<file path="src/rtl/shift_rot_pipe_if.sv">
// Request/result bundle for shift_rot_pipe. The slave side is the shifter and the master side is the requester/consumer.
interface shift_rot_pipe_if #(
  parameter int N = 16,
  parameter int C = 4
);
  logic         in_valid;
  logic         in_ready;
  logic [N-1:0] in_data;
  logic [C-1:0] in_cnt;
  logic [1:0]   in_op;
  logic         out_valid;
  logic         out_ready;
  logic [N-1:0] out_data;
  logic         out_zero;

  modport slave (
    input  in_valid, in_data, in_cnt, in_op, out_ready,
    output in_ready, out_valid, out_data, out_zero
  );

  modport master (
    output in_valid, in_data, in_cnt, in_op, out_ready,
    input  in_ready, out_valid, out_data, out_zero
  );
endinterface

</file>
<file path="src/rtl/shift_rot_pipe.sv">
// shift_rot_pipe: a 2-stage ROL/SLL/ROR/SRL barrel shifter. Stage 1 applies the low count bits and stage 2 applies the high count bits.
// It has a latency of 2 cycles and a throughput of 1 per cycle. Valid/ready backpressure lets it buffer up to 2 results while stalled.
module shift_rot_pipe #(
  parameter int N = 16,
  parameter int C = 4,
  parameter int H = C / 2
) (
  input  logic            clk,
  input  logic            rst_n,
  shift_rot_pipe_if.slave bus
);

  localparam logic [1:0] OP_ROL = 2'b00;
  localparam logic [1:0] OP_SLL = 2'b01;
  localparam logic [1:0] OP_ROR = 2'b10;
  localparam logic [1:0] OP_SRL = 2'b11;

  generate
    if (N != (1 << C) || (C % 2) != 0 || C < 2 || H < 1 || H >= C) begin : g_bad_cfg
      $error("shift_rot_pipe: N must equal 2**C, C must be even and >= 2, and 1 <= H < C");
    end
  endgenerate

  // Each set count bit is one log-stage layer. The zero bits of the partial count pass the data through unchanged.
  function automatic logic [N-1:0] f_barrel(
    input logic [N-1:0] d,
    input logic [C-1:0] k,
    input logic [1:0]   op
  );
    logic [N-1:0]   v;
    logic [2*N-1:0] dd;
    v = d;
    for (int b = 0; b < C; b++) begin
      if (k[b]) begin
        dd = {v, v};
        case (op)
          OP_ROL:  v = dd[(2*N-1-(1<<b)) -: N];
          OP_SLL:  v = v << (1 << b);
          OP_ROR:  v = dd[(1<<b) +: N];
          OP_SRL:  v = v >> (1 << b);
          default: v = d;
        endcase
      end
    end
    return v;
  endfunction

  logic           r_v1;
  logic [N-1:0]   r_d1;
  logic [C-H-1:0] r_cnt_hi1;
  logic [1:0]     r_op1;
  logic           r_v2;
  logic [N-1:0]   r_d2;
  logic           r_zero2;

  logic           w_in_xfer;
  logic           w_out_xfer;
  logic           w_s1_adv;
  logic [C-1:0]   w_k1;
  logic [C-1:0]   w_k2;
  logic [N-1:0]   w_s1_res;
  logic [N-1:0]   w_s2_res;

  assign bus.in_ready = ~r_v1 | ~r_v2 | bus.out_ready;
  assign w_in_xfer    = bus.in_valid & bus.in_ready;
  assign w_out_xfer   = r_v2 & bus.out_ready;
  assign w_s1_adv     = r_v1 & (~r_v2 | bus.out_ready);

  assign w_k1     = {{(C-H){1'b0}}, bus.in_cnt[H-1:0]};
  assign w_k2     = {r_cnt_hi1, {H{1'b0}}};
  assign w_s1_res = f_barrel(bus.in_data, w_k1, bus.in_op);
  assign w_s2_res = f_barrel(r_d1, w_k2, r_op1);

  always_ff @(posedge clk or negedge rst_n) begin
    if (!rst_n) begin
      r_v1      <= 1'b0;
      r_d1      <= '0;
      r_cnt_hi1 <= '0;
      r_op1     <= '0;
    end else if (w_in_xfer) begin
      r_v1      <= 1'b1;
      r_d1      <= w_s1_res;
      r_cnt_hi1 <= bus.in_cnt[C-1:H];
      r_op1     <= bus.in_op;
    end else if (w_s1_adv) begin
      r_v1      <= 1'b0;
    end
  end

  // The zero flag is registered with the data so that out_zero carries no logic after the flop.
  always_ff @(posedge clk or negedge rst_n) begin
    if (!rst_n) begin
      r_v2    <= 1'b0;
      r_d2    <= '0;
      r_zero2 <= 1'b0;
    end else if (w_s1_adv) begin
      r_v2    <= 1'b1;
      r_d2    <= w_s2_res;
      r_zero2 <= (w_s2_res == '0);
    end else if (w_out_xfer) begin
      r_v2    <= 1'b0;
    end
  end

  assign bus.out_valid = r_v2;
  assign bus.out_data  = r_d2;
  assign bus.out_zero  = r_zero2;

endmodule

</file>
<file path="src/flat_wrapper.sv">
// flat-port wrapper written by rule: the top's interface ports become plain ports
module shift_rot_pipe_flat 
#(
  parameter int N = 16,
  parameter int C = 4,
  parameter int H = C / 2
)
  (clk, rst_n, bus_in_valid, bus_in_data, bus_in_cnt, bus_in_op, bus_out_ready, bus_in_ready, bus_out_valid, bus_out_data, bus_out_zero);
  shift_rot_pipe_if #(.N(N), .C(C)) bus_i ();
  input  logic clk;
  input  logic rst_n;
  input wire logic [$bits(bus_i.in_valid)-1:0] bus_in_valid;
  input wire logic [$bits(bus_i.in_data)-1:0] bus_in_data;
  input wire logic [$bits(bus_i.in_cnt)-1:0] bus_in_cnt;
  input wire logic [$bits(bus_i.in_op)-1:0] bus_in_op;
  input wire logic [$bits(bus_i.out_ready)-1:0] bus_out_ready;
  output wire logic [$bits(bus_i.in_ready)-1:0] bus_in_ready;
  output wire logic [$bits(bus_i.out_valid)-1:0] bus_out_valid;
  output wire logic [$bits(bus_i.out_data)-1:0] bus_out_data;
  output wire logic [$bits(bus_i.out_zero)-1:0] bus_out_zero;
  assign bus_i.in_valid = bus_in_valid;
  assign bus_i.in_data = bus_in_data;
  assign bus_i.in_cnt = bus_in_cnt;
  assign bus_i.in_op = bus_in_op;
  assign bus_i.out_ready = bus_out_ready;
  assign bus_in_ready = bus_i.in_ready;
  assign bus_out_valid = bus_i.out_valid;
  assign bus_out_data = bus_i.out_data;
  assign bus_out_zero = bus_i.out_zero;
  shift_rot_pipe #(.N(N), .C(C), .H(H)) u_core (.clk(clk), .rst_n(rst_n), .bus(bus_i));
endmodule
</file>
<file path="config.mk">
export PLATFORM = sky130hd
export DESIGN_NAME = shift_rot_pipe_flat
export DESIGN_NICKNAME = d
export VERILOG_FILES = /design/src/rtl/shift_rot_pipe_if.sv /design/src/rtl/shift_rot_pipe.sv /design/src/flat_wrapper.sv
export SDC_FILE = /design/constraint.sdc
export NUM_CORES = 1
export LEC_CHECK = 0
export ABC_AREA = 1
export CAP_MARGIN = 20
export CORE_MARGIN = 3
export CORE_UTILIZATION = 47
export CTS_BUF_LIST = sky130_fd_sc_hd__clkbuf_2 sky130_fd_sc_hd__clkbuf_4 sky130_fd_sc_hd__clkbuf_8
export DETAILED_ROUTE_END_ITERATION = 8
export PLACE_DENSITY_LB_ADDON = 0.2
export REMOVE_ABC_BUFFERS = 1
export SYNTH_ARGS = -nofsm -noshare
export SYNTH_HDL_FRONTEND = slang
export SYNTH_SLANG_ARGS = --single-unit
</file>
<file path="constraint.sdc">
create_clock -name clk -period 1.9 [get_ports clk]
set_input_delay 0.475 -clock clk [delete_from_list [all_inputs] [get_ports clk]]
set_output_delay 0.475 -clock clk [all_outputs]
set_load 0.02 [all_outputs]
</file>
==> out/results.md <==
Synthesis
• post-synth top area share: 35.4%
• dominant cell type by area after synthesis: sky130_fd_sc_hd__dfrtp_1
• Cell variety after synth: 29
• most instantiated library cell after synthesis: sky130_fd_sc_hd__nand2_1
• share of synthesized flip-flops with an asynchronous set or reset: 100%
• Synth area leaders: sky130_fd_sc_hd__dfrtp_1 35%, sky130_fd_sc_hd__nand2_1 15%, sky130_fd_sc_hd__nand3_1 10%, sky130_fd_sc_hd__o21ai_0 6.7%, sky130_fd_sc_hd__nor2_1 5.3%
• average instance area after synthesis: 6.72 um^2
• gate count after technology mapping: 411
• synthesis-stage register bit count: 39
• ranking of synthesized cells by instance count: 109 x sky130_fd_sc_hd__nand2_1, 56 x sky130_fd_sc_hd__nand3_1, 39 x sky130_fd_sc_hd__dfrtp_1, 39 x sky130_fd_sc_hd__nor2_1, 37 x sky130_fd_sc_hd__o21ai_0
• synthesized area: 0.00276 mm^2
• primary flip-flop cell chosen by synthesis mapping: sky130_fd_sc_hd__dfrtp_1
• warnings from Yosys: 0
• number of enable flip-flop cells after synthesis: 0
• portion of the post-synthesis area used by sequential elements: 35.4%

Critical path
• type of element launching the critical path: input pin
• delay of the slowest cell on the worst path: 450 ps
• highest fanout seen on the critical path: 2
• arrival time of data at the critical path endpoint: 1300 ps
• required time worst endpoint: 1420 ps
• category of the critical setup timing path: input pin to primary output
• critical path cell sequence: clkdlybuf4s50_1 -> inv_1 -> nand2_1 -> nor2_2 -> inv_1 -> buf_2
• number of buffer and inverter stages on the critical path: 4
• crit path max-delay cell type: sky130_fd_sc_hd__clkdlybuf4s50_1
• type of destination of the critical path: primary output
• cell with the most instances on the worst path: sky130_fd_sc_hd__inv_1
• delay-heaviest family, CP: buffers and inverters

GRT
• GR met2 Demand/Resource: 36.8%
• met1 layer usage reported by global route: 26.8%
• GR Overflow Total: 0
• initial antenna violation count: 0
• met3 global-route usage: 3.04%
• vias in the first global route: 2537
• layer with the highest usage after global routing: met2
• maximum number of pins on one net before global-route repair: 29
• global-route wire length before repair: 11.4 mm
• total routing resource utilization after global routing: 21.4%

STA
• setup repair after global routing missed its margin: false
• final hold violation count: 0
• shortest clock period the worst path allows after layout: 1780 ps
• number of endpoints failing setup at the final stage: 0
• share of the clock period used by the worst path: 93.6%
• setup_tns: 0 ps
• maximum clock rate: 0.562 GHz
• actual slew at the worst max-slew pin: 464 ps
• worst rel slew slack: 69.1%
• worst setup skew after layout: 8.83 ps
• smallest setup slack after layout: 121 ps
• number of slew-limit violations in the final report: 0

Clock network
• count of hold buffers inserted by post-cts repair: 0
• CTS H-tree lvls: 2
• latest clock arrival within the worst-skew pair: 300 ps
• CTS clk-pin slew, worst paths: 70 ps
• TritonCTS buffer count: 5
• quantity of gates resized following cts: 3
• Clock Sink Count: 39
• CTS Buffer Depth: 2
• cell chosen for the clock root: sky130_fd_sc_hd__clkbuf_8
• TritonCTS clock tree: yes
• number of post-CTS setup repair buffers: 0

Die
• Die X: 82.6 um
• num ports: 45
• Std-Cell Rows: 27
• initial standard-cell utilization of the core: 49.2%
• Core Footprint: 0.00561 mm^2
• die outline area: 0.00683 mm^2
• die height: 82.6 um

Layout
• share of cells above drive strength 1: 11.8%
• final design instance area without fill: 0.00346 mm^2
• Antenna Cells: 0
• Total Nets Final: 492
• Area growth, synth to finish: 25.2%
• number of cells in the finished layout apart from fillers: 539

Routing
• First DRT Iteration DRCs: 181
• DR vias: 2862
• Routed WL per cell: 12.7 um
• Detailed Route WL: 6.85 mm
• Via-to-Cell Ratio: 5.31
• number of DRC violations after detailed routing: 0
• final antenna-violating net count: 0
• first-pass iteration count of the detailed router: 5

Pwr
• leakage power summed over all cells: 1.58 nW
• power density cells: 871 mW/mm^2
• worst vdd ir: 0.467 mV
• total power: 3.01 mW

Worst hold path
• class of the tightest hold or removal check: input pin to asynchronous set/reset pin

Place
• total placed instance area: 0.00336 mm^2
• half-perimeter wire length after detailed placement: 5.44 mm
• GPL Wtd Cong: 0.866
• worst slack after detailed placement: -304 ps
• Port Buffer Count: 44
• Placed Instances: 531

Run status
• run status: complete, no violations

Job
• Max Cap Viol: 0

-- cell type report --
type | count | area, um^2
tap | 72 | 90.1
clock inverter | 1 | 8.76
fill | 574 | 2150
inverter | 31 | 119
timing repair buffer | 70 | 651
clock buffer | 7 | 90.1
sequential | 39 | 976
multi-input combinational | 319 | 1520
-- sequential cells by signal (all words and copies together) (netlist names) --
| signal | count |
|---|---|
| u_core.r_cnt_hi1 | 2 |
| u_core.bus.out_data | 16 |
| u_core.bus.out_zero | 1 |
| u_core.r_op1 | 2 |
| u_core.bus.out_valid | 1 |
| u_core.r_d1 | 16 |
| u_core.r_v1 | 1 |
-- cells in the final DEF, fill, tap and decap left out, types with 4 or more instances in the layout --
cell                              instances
sky130_fd_sc_hd__a21oi_1                 20
sky130_fd_sc_hd__or2_1                    6
sky130_fd_sc_hd__o211ai_1                 7
sky130_fd_sc_hd__nand2_1                109
sky130_fd_sc_hd__inv_2                    5
sky130_fd_sc_hd__inv_1                   23
sky130_fd_sc_hd__dfrtp_1                 39
sky130_fd_sc_hd__nand3_1                 56
sky130_fd_sc_hd__clkdlybuf4s50_1         42
sky130_fd_sc_hd__clkbuf_8                 6
sky130_fd_sc_hd__o22ai_1                  4
sky130_fd_sc_hd__o21ai_0                 37
sky130_fd_sc_hd__buf_4                   24
sky130_fd_sc_hd__a31oi_1                 21
sky130_fd_sc_hd__nor2_1                  38
sky130_fd_sc_hd__or2_2                    4
-- per-stage QoR --
| stage | utilization, % | hold slack [ps] |
|---|---|---|
| 2_1_floorplan | - | 179 |
| 3_3_place_gp | 59.9 | 450 |
| 3_5_place_dp | 59.9 | 455 |
| 4_1_cts | 61.7 | 133 |
| 5_1_grt | 61.6 | 146 |
| 6_report | 61.6 | 126 |
-- logic make-up (layout without fill, tap and decap cells) --
logic type / Yosys count / after routing / synth area share [%]
AND/OR/NAND/NOR: 223 / 223 / 35.0
flip-flops: 39 / 39 / 35.4
buffers and inverters: 53 / 109 / 9.57
AO/OA/AOI/OAI: 96 / 96 / 20.1
-- metal layers --
layer  vias up  part of all wire (%)
met3        11                   3.9
met1      1286                    45
met2        71                    49
met5         -                     0
met4         0                   2.2
li1       1494                     -
-- final timing paths --
check | depth (start not counted) | slack, ps | to | from
setup / recovery | 6 | 120 | bus_in_ready | bus_out_ready
hold / removal | 1 | 130 | u_core.r_cnt_hi1[0]$_DFFE_PN0P_ | rst_n
setup reg to reg | 9 | 210 | u_core.bus.out_zero$_DFFE_PN0P_ | u_core.r_cnt_hi1[0]$_DFFE_PN0P_
hold reg to reg | 2 | 490 | u_core.bus.out_zero$_DFFE_PN0P_ | u_core.bus.out_zero$_DFFE_PN0P_
max in group asynchronous | 2 | 1150 | u_core.bus.out_data[4]$_DFFE_PN0P_ | rst_n
min in group clk | 2 | 490 | u_core.bus.out_zero$_DFFE_PN0P_ | u_core.bus.out_zero$_DFFE_PN0P_
-- power by group --
part           leakage [nW]  switching (mW)  internal (mW)
sequential            0.450           0.135           1.00
clock                0.0519           0.287          0.311
combinational          1.08           0.725          0.551
No activity file was read; power rests on OpenSTA's default activity.
